**config.mk**
```make
export PLATFORM = sky130hd
export DESIGN_NAME = uart_tx_arbiter
export DESIGN_NICKNAME = d
export VERILOG_FILES = /design/src/rtl/uart_tx_arbiter.sv
export SDC_FILE = /design/constraint.sdc
export NUM_CORES = 1
export LEC_CHECK = 0
export ABC_CLOCK_PERIOD_IN_PS = 3100
export CORE_UTILIZATION = 35
export CTS_CLUSTER_SIZE = 8
export DETAILED_ROUTE_END_ITERATION = 10
export PLACE_DENSITY = 0.7
export REMOVE_ABC_BUFFERS = 1
export SETUP_SLACK_MARGIN = 0.5
export SYNTH_ARGS = -nofsm -noshare
export SYNTH_HDL_FRONTEND = slang
export SYNTH_SLANG_ARGS = --single-unit
```
**constraint.sdc**
```tcl
create_clock -name clk -period 3.1 [get_ports clk]
set_input_delay 0.31 -clock clk [delete_from_list [all_inputs] [get_ports clk]]
set_output_delay 0.31 -clock clk [all_outputs]
set_load 0.01 [all_outputs]
```
**src/rtl/uart_tx_arbiter.sv**
```systemverilog
// uart_tx_arbiter: round-robin arbiter and sequencer that shares a single
// uart_tx transmitter among NUM_REQ byte-producing requesters.
// Optional completion watchdog: define UART_ARB_TIMEOUT_EN to add the
// TIMEOUT_CYCLES counter and the err_timeout output.
module uart_tx_arbiter #(
  parameter int NUM_REQ        = 4,
  parameter int data_wd        = 8,
  parameter int TIMEOUT_CYCLES = 2_000_000
) (
  input  logic                       clk,
  input  logic                       rst,
  input  logic [NUM_REQ-1:0]         req,
  input  logic [NUM_REQ*data_wd-1:0] req_data,
  output logic [NUM_REQ-1:0]         ack,
  output logic [$clog2(NUM_REQ)-1:0] grant_id,
  output logic                       arb_busy,
  output logic                       tx_start,
  output logic [data_wd-1:0]         din,
  input  logic                       tx_busy,
  input  logic                       tx_done
`ifdef UART_ARB_TIMEOUT_EN
  ,
  output logic                       err_timeout
`endif
);

  localparam int ID_W = $clog2(NUM_REQ);
  localparam logic [ID_W-1:0]    LAST_ID = ID_W'(NUM_REQ - 1);
  localparam logic [NUM_REQ-1:0] ACK_ONE = NUM_REQ'(1);

  // Parameter sanity; these never elaborate for a legal configuration.
  if (NUM_REQ < 2 || NUM_REQ > 16) begin : g_bad_num_req
    $error("uart_tx_arbiter: NUM_REQ must be within 2..16");
  end
  if (TIMEOUT_CYCLES < 2) begin : g_bad_timeout
    $error("uart_tx_arbiter: TIMEOUT_CYCLES must be at least 2");
  end

  typedef enum logic [1:0] {
    S_IDLE   = 2'd0,
    S_LAUNCH = 2'd1,
    S_WAIT   = 2'd2,
    S_ACK    = 2'd3
  } state_t;

  state_t             state;
  logic [ID_W-1:0]    last_grant;
  logic               tx_done_q;
  logic               done_rise;
  logic [ID_W-1:0]    pick_id;
  logic               pick_valid;
  logic [data_wd-1:0] req_bytes [NUM_REQ];

`ifdef UART_ARB_TIMEOUT_EN
  localparam int WD_W = $clog2(TIMEOUT_CYCLES);
  localparam logic [WD_W-1:0] WD_LAST = WD_W'(TIMEOUT_CYCLES - 1);
  logic [WD_W-1:0] wd_cnt;
`endif

  // Only a fresh 0->1 transition of tx_done marks frame completion.
  assign done_rise = tx_done & ~tx_done_q;

  // Unpack the flat request data bus into one byte per requester.
  always_comb begin
    for (int i = 0; i < NUM_REQ; i++) begin
      req_bytes[i] = req_data[i*data_wd +: data_wd];
    end
  end

  // Round-robin search: first pending requester after last_grant, modulo NUM_REQ.
  always_comb begin
    int idx;
    logic [ID_W-1:0] cand;
    pick_valid = 1'b0;
    pick_id    = '0;
    idx        = 0;
    cand       = '0;
    // Walk from the farthest candidate down so the nearest one is written last.
    for (int k = NUM_REQ; k >= 1; k--) begin
      idx        = int'(last_grant) + k;
      idx        = (idx >= NUM_REQ) ? (idx - NUM_REQ) : idx;
      cand       = idx[ID_W-1:0];
      pick_valid = pick_valid | req[cand];
      pick_id    = req[cand] ? cand : pick_id;
    end
  end

  // Arbiter FSM: grant, launch, wait for completion, acknowledge and rotate.
  always_ff @(posedge clk) begin
    if (rst) begin
      state      <= S_IDLE;
      ack        <= '0;
      tx_start   <= 1'b0;
      din        <= '0;
      grant_id   <= '0;
      arb_busy   <= 1'b0;
      tx_done_q  <= 1'b0;
      last_grant <= LAST_ID;
`ifdef UART_ARB_TIMEOUT_EN
      wd_cnt      <= '0;
      err_timeout <= 1'b0;
`endif
    end else begin
      tx_done_q <= tx_done;
      ack       <= '0;
      tx_start  <= 1'b0;
`ifdef UART_ARB_TIMEOUT_EN
      err_timeout <= 1'b0;
`endif
      case (state)
        S_IDLE: begin
          // Never launch into a transmitter that is still shifting out a frame.
          if (pick_valid && !tx_busy) begin
            din      <= req_bytes[pick_id];
            grant_id <= pick_id;
            tx_start <= 1'b1;
            arb_busy <= 1'b1;
            state    <= S_LAUNCH;
          end else begin
            state <= S_IDLE;
          end
        end
        S_LAUNCH: begin
          state <= S_WAIT;
`ifdef UART_ARB_TIMEOUT_EN
          wd_cnt <= '0;
`endif
        end
        S_WAIT: begin
          if (done_rise) begin
            ack   <= ACK_ONE << grant_id;
            state <= S_ACK;
`ifdef UART_ARB_TIMEOUT_EN
          end else if (wd_cnt == WD_LAST) begin
            ack         <= ACK_ONE << grant_id;
            err_timeout <= 1'b1;
            state       <= S_ACK;
          end else begin
            wd_cnt <= wd_cnt + WD_W'(1);
`else
          end else begin
            state <= S_WAIT;
`endif
          end
        end
        S_ACK: begin
          last_grant <= grant_id;
          arb_busy   <= 1'b0;
          state      <= S_IDLE;
        end
        default: begin
          arb_busy <= 1'b0;
          state    <= S_IDLE;
        end
      endcase
    end
  end

endmodule

```
After elaboration in Yosys (flattened, before gate mapping)
Cells that the tools add are included.
- bits in registers: 21
- bits of input ports: 40
- output and inout port bits: 16
- logic and storage cells: 72
- add/sub/neg operators: 8
- order comparisons: 9
- eq/ne operators: 4
- shift-type cells: 1
- mux-type cells: 25
- bitwise gates (word level): 9
- reduce and logical (&&, ||, !) cells: 8
- operators with widths (kind ; count):
    $bmux 8 s2 ; 1
    $mux 2 ; 8
    $mux 8 ; 2
    $ge 3x3->1 const B ; 4
    $lt 2x3->1 const B ; 4
    $bmux 1 s2 ; 4
    $mux 1 ; 8
    $pmux 2 s4 ; 1
    $sub 2x1->2 const B ; 4
    $add 2x2->3 const B ; 2
    $add 2x3->4 const B ; 1
    $eq 2x2->1 const B ; 2
    $ge 4x3->1 const B ; 1
    $not 1->1 ; 4
    $reduce_and 2->1 ; 2
    $shl 1x2->4 const A ; 1
    $add 2x1->3 const B ; 1
    $not 2->3 ; 1
    $or 1x1->1 ; 3
    $reduce_or 3->1 ; 1
    $eq 2x1->1 const B ; 1
    $logic_not 2->1 ; 1
    $ne 2x2->1 const B ; 1
    $pmux 1 s2 ; 1
    other kinds (5) ; 5

Depth between registers and ports, before layout
- word-level depth: 13
- depth in mapped cells: 7

Least setup slack after synthesis
Ideal clock, no wire load.
- path kind: register to register
- start point: register last_grant[1]
- end point: register din[6]
- arrival time: 1.423 ns
- setup slack: 1.547 ns
- cell stages (with the launch flop): 8
- buffers on the path: 2
- path through: dfxtp_1 -> a21oi_1 -> a31o_1 -> o22ai_1 -> buf_4 -> buf_6 -> mux2i_1 -> o221ai_2
- cells in the longest elaborated chain, start to end: 13
- elaborated cells on any way between the ends: 37
- those cells by class: add/sub: 8; order compare: 4; mux: 19; bitwise: 4; reduce/logical: 2
- RTL lines (item ; line ; text):
    from (decl) ; 47 ; logic [ID_W-1:0] last_grant;
    from (signal assigned) ; 147 ; last_grant <= grant_id;
    $add 2x3->4 ; 80 ; idx = int'(last_grant) + k;
    $ge 4x3->1 / $sub 2x1->2 (equally long branches) ; 81 ; idx = (idx >= NUM_REQ) ? (idx - NUM_REQ) : idx;
    $mux 2 ; 81 ;
    $bmux 1 s2 ; 83, 84 ;
    $mux 1 (implied by the code) ; 83, 84 ;
    $mux 2 (4 in a row) ; 84 ; pick_id = req[cand] ? cand : pick_id;
    $not 2->3 (implied by the code) ; 114 ; din <= req_bytes[pick_id];
    $bmux 8 s2 ; 114 ;
    $mux 8 (implied by the code) (2 in a row) ; 114 ;
    to (signal assigned) ; 114 ;
    to (decl) ; 18 ; output logic [data_wd-1:0] din,
Several ways; a longest one is shown, not always the timed one. The select of a mux whose other input is x is not followed.
A chain may end at the register's enable or synchronous reset.

Worst setup path in the final report
- start point: input port req[3]
- end point: register din[5]
- cells in the longest elaborated chain, start to end: 10
- elaborated cells on any way between the ends: 21
- those cells by class: mux: 15; bitwise: 4; reduce/logical: 2
- RTL lines (item ; line ; text):
    from (decl) ; 12 ; input logic [NUM_REQ-1:0] req,
    $bmux 1 s2 ; 83, 84 ;
    $mux 1 (implied by the code) ; 83, 84 ;
    $mux 2 (4 in a row) ; 84 ;
    $not 2->3 (implied by the code) ; 114 ;
    $bmux 8 s2 ; 114 ;
    $mux 8 (implied by the code) (2 in a row) ; 114 ;
Several ways; a longest one is shown, not always the timed one. The select of a mux whose other input is x is not followed.

==> reports/qor.csv <==
metric;value;unit
status;finished, final reports clean;
rsz0062_at_grt;false;
ys_types;30;
maxSlewHeadroom;0.6617;
period_share;0.6074;
worst_ep_arrival_time;2.11;ns
irDropWorstVdd;0.0002225;V
grt_overflow;0;
initial_core_util;0.3720;
detail_route.wl_per_cell;13.37;um
drv_slew;0;
worst_hold_slack;0.4750;ns
path_cells;clkdlybuf4s50_1, nor4_1, nor3b_1, nor2_1, nand2_1, o221ai_1;
io_pins;56;
core-area;2781;sq um
critPathLaunchType;input pin;
cts_tree;yes;
stdcell_area;1630;sq um
antenna_left;0;
drt_iter0_drc;32;
final_core_utilization;0.5861;
grt_pass1_vias;959;
chipHeight;56.37;um
clkTransAtPathRegs;0.12;ns
layout-drive-gt1-share;0.04294;
post_cts_buffers;0;
max_stage_delay;0.50;ns
dr.pass1.iters;4;
placed_cells;190;
fin_nets;208;
gp_congestion;0.7542;
syn_inst;107;
min_period;1.883;ns
drc;0;
maxCapViolations;0;
hold_path.class;reg2reg;
track_usage;0.1706;
numCtsBuffers;3;
finalClockSkew;0.01111;ns
final_cells;194;
fill_cells;251;
area_growth_syn_to_layout;57.56;%
die-area;3178;sq um
crit_fanout;8;
rows;19;
finalSetupTns;0;ns
cts_hold_buf;0;
numPortBuffers;55;
cts_sinks;21;
htreeDepth;1;
cts-root-buf;clkbuf_4;
via_per_inst;5.108;
crit_type;in2reg;
die_width;56.37;um
finalHoldViolCount;0;
vias;991;
cp-end-kind;flip-flop;
worst-path-buf-inv;1;
ys_ff_latch;21;
p_per_area;350.7;nW/um^2
n_antenna_cell;0;
post_cts_resized;0;
fmax;531.1;MHz
required;3.33;ns
antenna_found_initial;0;
dp_hpwl;2080;um
slowest_stage;clkdlybuf4s50_1;
place_area;1604;sq um
cp_top_family;simple AND/OR/NAND/NOR gates;
clk_path_buf_depth;2;
worst_pin_slew;0.5056;ns
avgSynthCellArea;9.670;sq um
seq_area_frac_synth;0.4063;
grt_pass1_wl;4305;um
drt_wl_total;2594;um
clock_latency;0.30;ns
grt_max_degree;18;
yosysWarnings;0;
setup_violations;0;
synth_area;1035;sq um
p_leak;0.0007057;uW
==> worst paths after layout <==
path,startpoint,to,slack [ns],cells past startpoint
setup reg to reg,last_grant[1],din[5],1.33,5
hold reg to reg,din[3],din[3],0.47,2
hold / removal,din[3],din[3],0.47,2
setup / recovery,req[3],din[5],1.22,6
==> worst min-delay path, cell delays in order, from the launching register on <==
cell	delay [ns]
dfxtp_1	0.34
nand2_1	0.05
o221ai_1	0.05
==> registers in the layout, indices dropped and copies added (netlist names) <==
register and cells:
tx_done_q 1, arb_busy 1, din 8, state 2, grant_id 2, last_grant 2, ack 4, tx_start 1
==> stage by stage <==
| stage | total power [uW] | setup WS (ns) |
|---|---|---|
| 2_1_floorplan | 355.9 | 0.7106 |
| 3_3_place_gp | 444.3 | 0.9655 |
| 3_5_place_dp | 447.7 | 0.8896 |
| 4_1_cts | 575.4 | 1.197 |
| 5_1_grt | 596.5 | 0.9445 |
| 6_report | 571.7 | 1.217 |
==> kinds of logic after synthesis <==
| group | after synthesis | synth area share |
|---|---|---|
| compound gates | 20 | 0.1500 |
| fa+ha+maj | 4 | 0.04837 |
| buf+inv | 8 | 0.04715 |
| flops | 21 | 0.4063 |
| mux | 18 | 0.1753 |
| simple gates | 36 | 0.1729 |
==> final cells by class <==
class	count	area, sq um	share of cell area
Clock buffer	4	26.28	0.01612
Tap cell	31	38.79	0.02379
Timing Repair Buffer	56	558.0	0.3423
Multi-Input combinational cell	78	571.8	0.3507
Inverter	4	15.01	0.009210
Sequential cell	21	420.4	0.2579
==> report_power, final <==
part	switching (uW)	total (uW)	internal, uW
sequential	9.32	294	285
clock	81.1	131	50.2
combinational	54.0	146	92.0
==> layer usage <==
layer	up-vias	track usage	part of all wire
met2	25	0.2840	0.49
met1	458	0.2192	0.45
met4	0	0.07317	0.021
met5	-	0	0
li1	502	-	-
met3	6	0.02535	0.037
==> placed cells by master (no fill, tap or decap), types with 2 or more instances in the layout <==
cell type and count:
nand2_1 15, inv_1 4, clkbuf_4 3, nor2b_1 2, nor2_1 8, o221ai_1 7
clkdlybuf4s50_1 55, a21oi_1 4, mux2i_1 17, dfxtp_1 21, and3b_1 2, ha_1 4
nor3b_1 3
==> Yosys cell counts <==
| cell type | count | area (sq um) |
|---|---|---|
| nor2b_1 | 2 | 12.51 |
| o211ai_1 | 1 | 7.510 |
| o21ai_0 | 1 | 5.000 |
| nor2_1 | 8 | 30.03 |
| a22oi_1 | 1 | 7.510 |
| a211oi_1 | 1 | 7.510 |
| mux2_1 | 1 | 11.26 |
| ha_1 | 4 | 50.05 |
| a21oi_1 | 4 | 20.02 |
| buf_4 | 1 | 7.510 |
| dfxtp_1 | 21 | 420.4 |
| and3_1 | 1 | 6.260 |
| or3_1 | 1 | 6.260 |
| o221ai_2 | 1 | 15.01 |
| o221ai_1 | 7 | 61.31 |
| and3b_1 | 2 | 17.52 |
| nor4_1 | 1 | 6.260 |
| o22ai_1 | 1 | 6.260 |
| nand3_1 | 1 | 5.000 |
| nor3b_1 | 3 | 22.52 |
| inv_1 | 4 | 15.01 |
| nand2_1 | 15 | 56.30 |
| a2bb2oi_1 | 1 | 8.760 |
| o21a_1 | 1 | 7.510 |
| nor4bb_1 | 1 | 10.01 |
| or2_2 | 1 | 6.260 |
| mux2i_1 | 17 | 170.2 |
| clkbuf_1 | 1 | 3.750 |
| buf_6 | 2 | 22.52 |
| a31o_1 | 1 | 8.760 |
(Power assumes the default switching activity.)
